File: src/rtl/crc_stream_gen_if.sv
// Framed beat input plus valid/ready result channel of crc_stream_gen.
//   s_valid/s_ready : beat handshake
//   s_data          : beat data, byte lane 0 ([7:0]) processed first
//   s_keep          : byte enables (eof beats only), contiguous from lane 0
//   s_sof/s_eof     : frame delimiters
//   m_valid/m_ready : result handshake
//   m_crc           : final CRC after reflect-out and output XOR
//   m_len           : frame length in bytes, saturating
//   m_check_ok      : raw register matched the residue at eof
// master = producer/consumer side (bench, packet path); slave = engine.
interface crc_stream_gen_if #(
  parameter int unsigned DATA_BYTES = 4,
  parameter int unsigned CRC_W      = 32,
  parameter int unsigned LEN_W      = 16
);
  logic                    s_valid;
  logic                    s_ready;
  logic [8*DATA_BYTES-1:0] s_data;
  logic [DATA_BYTES-1:0]   s_keep;
  logic                    s_sof;
  logic                    s_eof;
  logic                    m_valid;
  logic                    m_ready;
  logic [CRC_W-1:0]        m_crc;
  logic [LEN_W-1:0]        m_len;
  logic                    m_check_ok;

  modport master (
    output s_valid, s_data, s_keep, s_sof, s_eof, m_ready,
    input  s_ready, m_valid, m_crc, m_len, m_check_ok
  );

  modport slave (
    input  s_valid, s_data, s_keep, s_sof, s_eof, m_ready,
    output s_ready, m_valid, m_crc, m_len, m_check_ok
  );
endinterface

File: src/rtl/crc_stream_gen.sv
// Parametrised streaming CRC engine: folds DATA_BYTES bytes per beat into a
// CRC_W-bit register, finalizes on eof and holds the result until accepted.
//   clk   : clock
//   rst_n : asynchronous active-low reset
//   clr   : synchronous clear, overrides any beat or handshake
//   bus   : crc_stream_gen_if slave (beat input, result output)
module crc_stream_gen #(
  parameter int unsigned DATA_BYTES  = 4,
  parameter int unsigned CRC_W       = 32,
  parameter logic [31:0] POLY        = 32'h04C11DB7,
  parameter logic [31:0] INIT        = 32'hFFFFFFFF,
  parameter bit          REFLECT_IN  = 1'b1,
  parameter bit          REFLECT_OUT = 1'b1,
  parameter logic [31:0] XOR_OUT     = 32'hFFFFFFFF,
  parameter logic [31:0] RESIDUE     = 32'hC704DD7B,
  parameter int unsigned LEN_W       = 16
) (
  input  logic              clk,
  input  logic              rst_n,
  input  logic              clr,
  crc_stream_gen_if.slave   bus
);

  localparam logic [CRC_W-1:0] POLY_C = POLY[CRC_W-1:0];
  localparam logic [CRC_W-1:0] INIT_C = INIT[CRC_W-1:0];
  localparam logic [CRC_W-1:0] XOR_C  = XOR_OUT[CRC_W-1:0];
  localparam logic [CRC_W-1:0] RES_C  = RESIDUE[CRC_W-1:0];

  typedef enum logic [1:0] {S_IDLE, S_ACC, S_HOLD} state_e;

  state_e           state_q, state_d;
  logic [CRC_W-1:0] crc_q, crc_d;
  logic [LEN_W-1:0] cnt_q, cnt_d;
  logic [CRC_W-1:0] m_crc_q, m_crc_d;
  logic [LEN_W-1:0] m_len_q, m_len_d;
  logic             m_ok_q, m_ok_d;

  logic             s_ready_int;
  logic             accept;
  logic             start;
  logic [CRC_W-1:0] fold_crc;
  logic [LEN_W-1:0] base_cnt;
  logic [LEN_W:0]   nbytes;
  logic [LEN_W:0]   cnt_sum;
  logic [LEN_W-1:0] cnt_new;

  // One byte, MSB-first shift register form; reflected input is handled by
  // reversing the byte before it enters the top of the register.
  function automatic logic [CRC_W-1:0] fold_byte(input logic [CRC_W-1:0] c_in,
                                                 input logic [7:0] b);
    logic [CRC_W-1:0] c;
    logic [7:0]       d;
    for (int unsigned i = 0; i < 8; i++) begin
      d[i] = REFLECT_IN ? b[7-i] : b[i];
    end
    c = c_in;
    c[CRC_W-1 -: 8] = c[CRC_W-1 -: 8] ^ d;
    for (int unsigned k = 0; k < 8; k++) begin
      c = c[CRC_W-1] ? ((c << 1) ^ POLY_C) : (c << 1);
    end
    return c;
  endfunction

  function automatic logic [CRC_W-1:0] bitrev_crc(input logic [CRC_W-1:0] c);
    logic [CRC_W-1:0] r;
    for (int unsigned i = 0; i < CRC_W; i++) begin
      r[i] = c[CRC_W-1-i];
    end
    return r;
  endfunction

  assign s_ready_int = (state_q != S_HOLD);
  assign accept      = bus.s_valid && s_ready_int;

  // Fold path: evaluated every cycle, only committed on an accepted beat.
  always_comb begin
    start    = bus.s_sof || (state_q == S_IDLE);
    fold_crc = start ? INIT_C : crc_q;
    base_cnt = start ? '0 : cnt_q;
    nbytes   = '0;
    for (int unsigned i = 0; i < DATA_BYTES; i++) begin
      if (!bus.s_eof || bus.s_keep[i]) begin
        fold_crc = fold_byte(fold_crc, bus.s_data[8*i +: 8]);
        nbytes   = nbytes + (LEN_W+1)'(1);
      end
    end
    cnt_sum = {1'b0, base_cnt} + nbytes;
    cnt_new = cnt_sum[LEN_W] ? '1 : cnt_sum[LEN_W-1:0];
  end

  always_comb begin
    state_d = state_q;
    crc_d   = crc_q;
    cnt_d   = cnt_q;
    m_crc_d = m_crc_q;
    m_len_d = m_len_q;
    m_ok_d  = m_ok_q;
    if (clr) begin
      state_d = S_IDLE;
      crc_d   = INIT_C;
      cnt_d   = '0;
      m_crc_d = '0;
      m_len_d = '0;
      m_ok_d  = 1'b0;
    end else if (accept) begin
      crc_d = fold_crc;
      cnt_d = cnt_new;
      if (bus.s_eof) begin
        state_d = S_HOLD;
        m_crc_d = (REFLECT_OUT ? bitrev_crc(fold_crc) : fold_crc) ^ XOR_C;
        m_len_d = cnt_new;
        m_ok_d  = (fold_crc == RES_C);
      end else begin
        state_d = S_ACC;
      end
    end else if (state_q == S_HOLD && bus.m_ready) begin
      state_d = S_IDLE;
    end
  end

  always_ff @(posedge clk or negedge rst_n) begin
    if (!rst_n) begin
      state_q <= S_IDLE;
      crc_q   <= INIT_C;
      cnt_q   <= '0;
      m_crc_q <= '0;
      m_len_q <= '0;
      m_ok_q  <= 1'b0;
    end else begin
      state_q <= state_d;
      crc_q   <= crc_d;
      cnt_q   <= cnt_d;
      m_crc_q <= m_crc_d;
      m_len_q <= m_len_d;
      m_ok_q  <= m_ok_d;
    end
  end

  assign bus.s_ready    = s_ready_int;
  assign bus.m_valid    = (state_q == S_HOLD);
  assign bus.m_crc      = m_crc_q;
  assign bus.m_len      = m_len_q;
  assign bus.m_check_ok = m_ok_q;

endmodule

File: src/flat_wrapper.sv
// flat-port wrapper written by rule: the top's interface ports become plain ports
module crc_stream_gen_flat 
#(
  parameter int unsigned DATA_BYTES  = 4,
  parameter int unsigned CRC_W       = 32,
  parameter logic [31:0] POLY        = 32'h04C11DB7,
  parameter logic [31:0] INIT        = 32'hFFFFFFFF,
  parameter bit          REFLECT_IN  = 1'b1,
  parameter bit          REFLECT_OUT = 1'b1,
  parameter logic [31:0] XOR_OUT     = 32'hFFFFFFFF,
  parameter logic [31:0] RESIDUE     = 32'hC704DD7B,
  parameter int unsigned LEN_W       = 16
)
  (clk, rst_n, clr, bus_s_valid, bus_s_data, bus_s_keep, bus_s_sof, bus_s_eof, bus_m_ready, bus_s_ready, bus_m_valid, bus_m_crc, bus_m_len, bus_m_check_ok);
  crc_stream_gen_if #(.DATA_BYTES(DATA_BYTES), .CRC_W(CRC_W), .LEN_W(LEN_W)) bus_i ();
  input  logic clk;
  input  logic rst_n;
  input  logic clr;
  input wire logic [$bits(bus_i.s_valid)-1:0] bus_s_valid;
  input wire logic [$bits(bus_i.s_data)-1:0] bus_s_data;
  input wire logic [$bits(bus_i.s_keep)-1:0] bus_s_keep;
  input wire logic [$bits(bus_i.s_sof)-1:0] bus_s_sof;
  input wire logic [$bits(bus_i.s_eof)-1:0] bus_s_eof;
  input wire logic [$bits(bus_i.m_ready)-1:0] bus_m_ready;
  output wire logic [$bits(bus_i.s_ready)-1:0] bus_s_ready;
  output wire logic [$bits(bus_i.m_valid)-1:0] bus_m_valid;
  output wire logic [$bits(bus_i.m_crc)-1:0] bus_m_crc;
  output wire logic [$bits(bus_i.m_len)-1:0] bus_m_len;
  output wire logic [$bits(bus_i.m_check_ok)-1:0] bus_m_check_ok;
  assign bus_i.s_valid = bus_s_valid;
  assign bus_i.s_data = bus_s_data;
  assign bus_i.s_keep = bus_s_keep;
  assign bus_i.s_sof = bus_s_sof;
  assign bus_i.s_eof = bus_s_eof;
  assign bus_i.m_ready = bus_m_ready;
  assign bus_s_ready = bus_i.s_ready;
  assign bus_m_valid = bus_i.m_valid;
  assign bus_m_crc = bus_i.m_crc;
  assign bus_m_len = bus_i.m_len;
  assign bus_m_check_ok = bus_i.m_check_ok;
  crc_stream_gen #(.DATA_BYTES(DATA_BYTES), .CRC_W(CRC_W), .POLY(POLY), .INIT(INIT), .REFLECT_IN(REFLECT_IN), .REFLECT_OUT(REFLECT_OUT), .XOR_OUT(XOR_OUT), .RESIDUE(RESIDUE), .LEN_W(LEN_W)) u_core (.clk(clk), .rst_n(rst_n), .clr(clr), .bus(bus_i));
endmodule
File: config.mk
export PLATFORM = sky130hd
export DESIGN_NAME = crc_stream_gen_flat
export DESIGN_NICKNAME = d
export VERILOG_FILES = /design/src/rtl/crc_stream_gen_if.sv /design/src/rtl/crc_stream_gen.sv /design/src/flat_wrapper.sv
export SDC_FILE = /design/constraint.sdc
export NUM_CORES = 1
export LEC_CHECK = 0
export CELL_PAD_IN_SITES_DETAIL_PLACEMENT = 0
export CELL_PAD_IN_SITES_GLOBAL_PLACEMENT = 2
export CORE_MARGIN = 2
export CORE_UTILIZATION = 40
export CTS_CLUSTER_DIAMETER = 80
export DETAILED_ROUTE_END_ITERATION = 12
export PLACE_DENSITY = 0.85
export SLEW_MARGIN = 10
export SYNTH_ARGS = -nofsm -noshare
export SYNTH_HDL_FRONTEND = slang
export SYNTH_SLANG_ARGS = --single-unit
File: constraint.sdc
create_clock -name clk -period 11.73 [get_ports clk]
set_input_delay 3.519 -clock clk [delete_from_list [all_inputs] [get_ports clk]]
set_output_delay 3.519 -clock clk [all_outputs]
set_load 0.005 [all_outputs]
==> impl_summary.md <==
Run status
The flow ran to the end, and the final reports show no timing, DRC or antenna violations.

Yosys
In this run, synthesis inferred 0 flip-flops with an integrated enable. Summing the areas of all compound-gate instances in the mapped netlist gives between 10% and 20% of the synthesized area. The async set-or-reset flop fraction in the synthesized netlist is 100.0%. The proportion of synthesized area in mux cells is under 10%.

The fraction of synthesized cell area taken by the top area cell type is 14.85%. The most used flip-flop cell after synthesis is dfrtp_1. Summing the areas of all and, or, nand and nor instances in the mapped netlist gives 20.70% of the synthesized area. The Yosys step of the flow raised 0 warnings. After synthesis, the mean cell area works out to around 8.5 µm². The synthesized netlist devotes 0.9533% of its cell area to adder and majority cells.

The number of different library cells used by synthesis comes to 93. Counting flops and latches in the post-synthesis netlist gives 99. The net count after synthesis is between 1000 and 1500. Counting instances in the post-synthesis netlist gives the leading cell types as nand2_1, nor2_1, xnor2_1, a21oi_1, clkbuf_1. The largest area contributor in the netlist is dfrtp_1.

The synthesized netlist occupies a cell area of approximately 0.011 mm². By area, the combinational part of the netlist is dominated by XOR/XNOR gates. The share of the yosys chip area belonging to registers is 22.30%. By area the synthesized netlist is led by dfrtp_1, xnor2_1, xnor3_1. The xor/xnor cell area share of the yosys netlist is around 28%. The most common cell in the netlist is nand2_1.

Synthesis produced a netlist whose cell count is 1328.

Clock tree
The count of hold buffers inserted by post-cts repair is 0. For this design, the sink count on the clock tree is 99. Once the clock tree was built, the resizer swapped 0 gates to a different size.

The clock reaches the later pin of the worst-skew pair after 0.36 ns. The TritonCTS clock tree is yes. The root buffer cell is clkbuf_16. The count of H-tree levels built during CTS is 3. Clock-pin slew was measured on the worst setup and hold paths at 0.08 ns. The number of buffers inserted during clock tree synthesis is 9. The maximum clock insertion buffer count is 2. The number of post-CTS setup repair buffers is 0.

Detailed routing
For this block, the routed nets add up to 39300 µm of wire. The number of nets with antenna violations after detailed routing is 0. The number of design-rule violations left by the first detailed-router iteration is 1055. The detailed-route wire length per cell is 22.59 µm. The number of vias per cell after detailed routing is about 5.6. The via count is between 9000 and 10000. The first-pass iteration count of the detailed router is 5. For this run, design rule violations remaining after detail routing come to 0.

Placement
The detailed placement HPWL is 30190 µm. The congestion estimate from routability-driven global placement came to 0.9396. The count of buffers inserted at the top-level ports is a little over 90.

Timing
The upper clock frequency limit is around 0.095 GHz. The worst max-slew margin expressed relative to the limit is between 30% and 40%. Subtracting the final worst setup slack from the clock period gives 10.49 ns.

The sum of negative setup slack is 0 ns. Setup violations remaining at the end of the flow were counted as 0. For the pin with the worst max-slew slack, the measured transition is 0.9426 ns. The portion of the clock cycle consumed by the worst path in the final layout is 89.42%. The max-slew violation count is 0. The number of hold violations in the final report is 0. Between clock sinks in the finished design, the worst skew comes to ~0.011 ns. Setup repair after global routing left no endpoint under its margin.

Run
Max-cap violations in this run came to 0.

Finish
In the final layout, the share of cells above drive strength 1 is 10.87%. The final net count is 1408. The repair_antennas step left the layout with diodes totalling 0. Relative to the synthesized area, the layout overhead comes to 12.67%.

Setup path
The signal on the critical path passes through clkdlybuf4s50_1 -> nand2b_2 -> inv_1 -> buf_4 -> a211o_1 -> o21ai_1 -> xor2_1 -> xnor2_2 -> or4_4 -> nand4_4 -> xor2_1 -> a21oi_1 -> xnor2_1 -> xnor3_2 -> xnor3_1 -> xnor2_1 -> o21ai_0 -> nor3_1 -> nand4_1 -> o21ai_1. The worst setup path is launched from an input port. The kind of cell with the highest combined delay along the critical path is XOR/XNOR gates. The kind of end point of the critical path is a flop. The cell with the biggest individual delay on the critical path is clkdlybuf4s50_1.

The largest fanout on the critical path is 26. The required time reported for the critical path endpoint is 11.97 ns. The setup path with the least slack is of type input port to flop. The worst path buffer plus inverter count is 3.

The delay of the slowest critical-path stage is 1.00 ns. STA puts the critical path data arrival time at 10.73 ns.

GRT
The number of antenna violations at the first check in global routing is 0. After global routing the overflow that remains totals 0. The first global-routing pass estimated 59220 µm of wire. The total track usage is 27.04%. Entering global routing, the biggest net connects 66 pins.

The via count of the first global-routing pass is 9191.

Die
The height of the die is 172.0 µm. The die area is 0.02958 mm². In this run the standard cell core region covers 0.02778 mm². The row count is 61.

Measured along the x axis, the die boundary spans 172.0 µm. The boundary pin count is 94. The initial core utilization is 40.63%.

Hold path
The class of the tightest hold or removal check is flop to flop.
==> layer usage <==
| metal | up-vias | wire (µm) | track usage (%) |
|---|---|---|---|
| met3 | 47 | 1828 | 2.564 |
| met1 | 4707 | 18530 | 39.48 |
| met4 | 0 | 1074 | 8.001 |
| met2 | 292 | 17870 | 42.41 |
| met5 | - | 0 | 0 |
| li1 | 4760 | - | - |
==> flip-flops by register name, indices dropped and copies added (netlist names) <==
signal and count:
u_core.state_q 2, u_core.bus.m_len 16, u_core.bus.m_crc 32, u_core.cnt_q 16, u_core.bus.m_check_ok 1, u_core.crc_q 32
==> path summary, 6_finish.rpt <==
kind | start | endpoint | slack [ns] | depth (start not counted)
max | bus_s_eof | u_core.bus.m_check_ok | 1.24 | 20
min | u_core.bus.m_len[14] | u_core.bus.m_len[14] | 0.50 | 2
max reg2reg | u_core.state_q[0] | u_core.bus.m_check_ok | 4.74 | 19
min reg2reg | u_core.bus.m_len[14] | u_core.bus.m_len[14] | 0.50 | 2
max in group asynchronous | rst_n | u_core.bus.m_crc[1] | 7.37 | 2
min in group asynchronous | rst_n | u_core.bus.m_len[15] | 3.13 | 1
==> worst min-delay path: stages, from the launching register on <==
cell and delay (ns):
dfrtp_1 0.34, nand2_1 0.05, o21ai_0 0.06
==> cells in the final DEF, fill, tap and decap left out, types with 14 or more instances in the layout <==
| cell type | Yosys | routed |
|---|---|---|
| nand3_1 | 35 | 35 |
| buf_4 | 2 | 22 |
| a21oi_1 | 89 | 89 |
| a31oi_1 | 15 | 15 |
| nand2_1 | 156 | 155 |
| nor2_1 | 144 | 144 |
| and3_1 | 15 | 14 |
| mux2i_1 | 36 | 36 |
| xnor2_1 | 140 | 140 |
| o21ai_0 | 65 | 65 |
| dfrtp_1 | 67 | 67 |
| o211ai_1 | 29 | 29 |
| clkdlybuf4s50_1 | 0 | 91 |
| xor2_1 | 43 | 43 |
| nor3_1 | 37 | 37 |
| dfstp_2 | 32 | 32 |
| xnor3_1 | 44 | 44 |
| a211oi_1 | 34 | 34 |
| or3_1 | 20 | 20 |
==> per-stage QoR <==
step	utilization (%)	area (µm²)	hold slack (ns)	setup slack, ns	std cells
2_1_floorplan	-	11290	0.4733	2.856	1328
3_3_place_gp	44.75	12430	0.4694	0.8379	1724
3_5_place_dp	44.75	12430	0.4817	0.8801	1724
4_1_cts	45.78	12720	0.4986	1.261	1740
5_1_grt	45.78	12720	0.5235	0.9512	1740
6_report	45.78	12720	0.4968	1.241	1740
==> cells by family (layout without fill, tap and decap cells) <==
logic type	count (synthesis)	count (layout)
simple gates	487	487
other cells	1	1
compound gates	329	329
flops	99	99
mux	46	46
buf+inv	105	139
fa+ha+maj	8	8
xor+xnor	253	253
==> area by class of cell <==
type                       instances  area, µm²
tap                              378      473.0
multi-input combinational       1124       8328
fill                            2803      15060
inverter                           9      33.78
clock inverter                     7      58.81
clock buffer                       9      225.2
timing repair buffer             114       1081
sequential                        99       2517
Power is not shown: default switching activity piles up to over one toggle a cycle in this logic, so the estimate is an artifact.
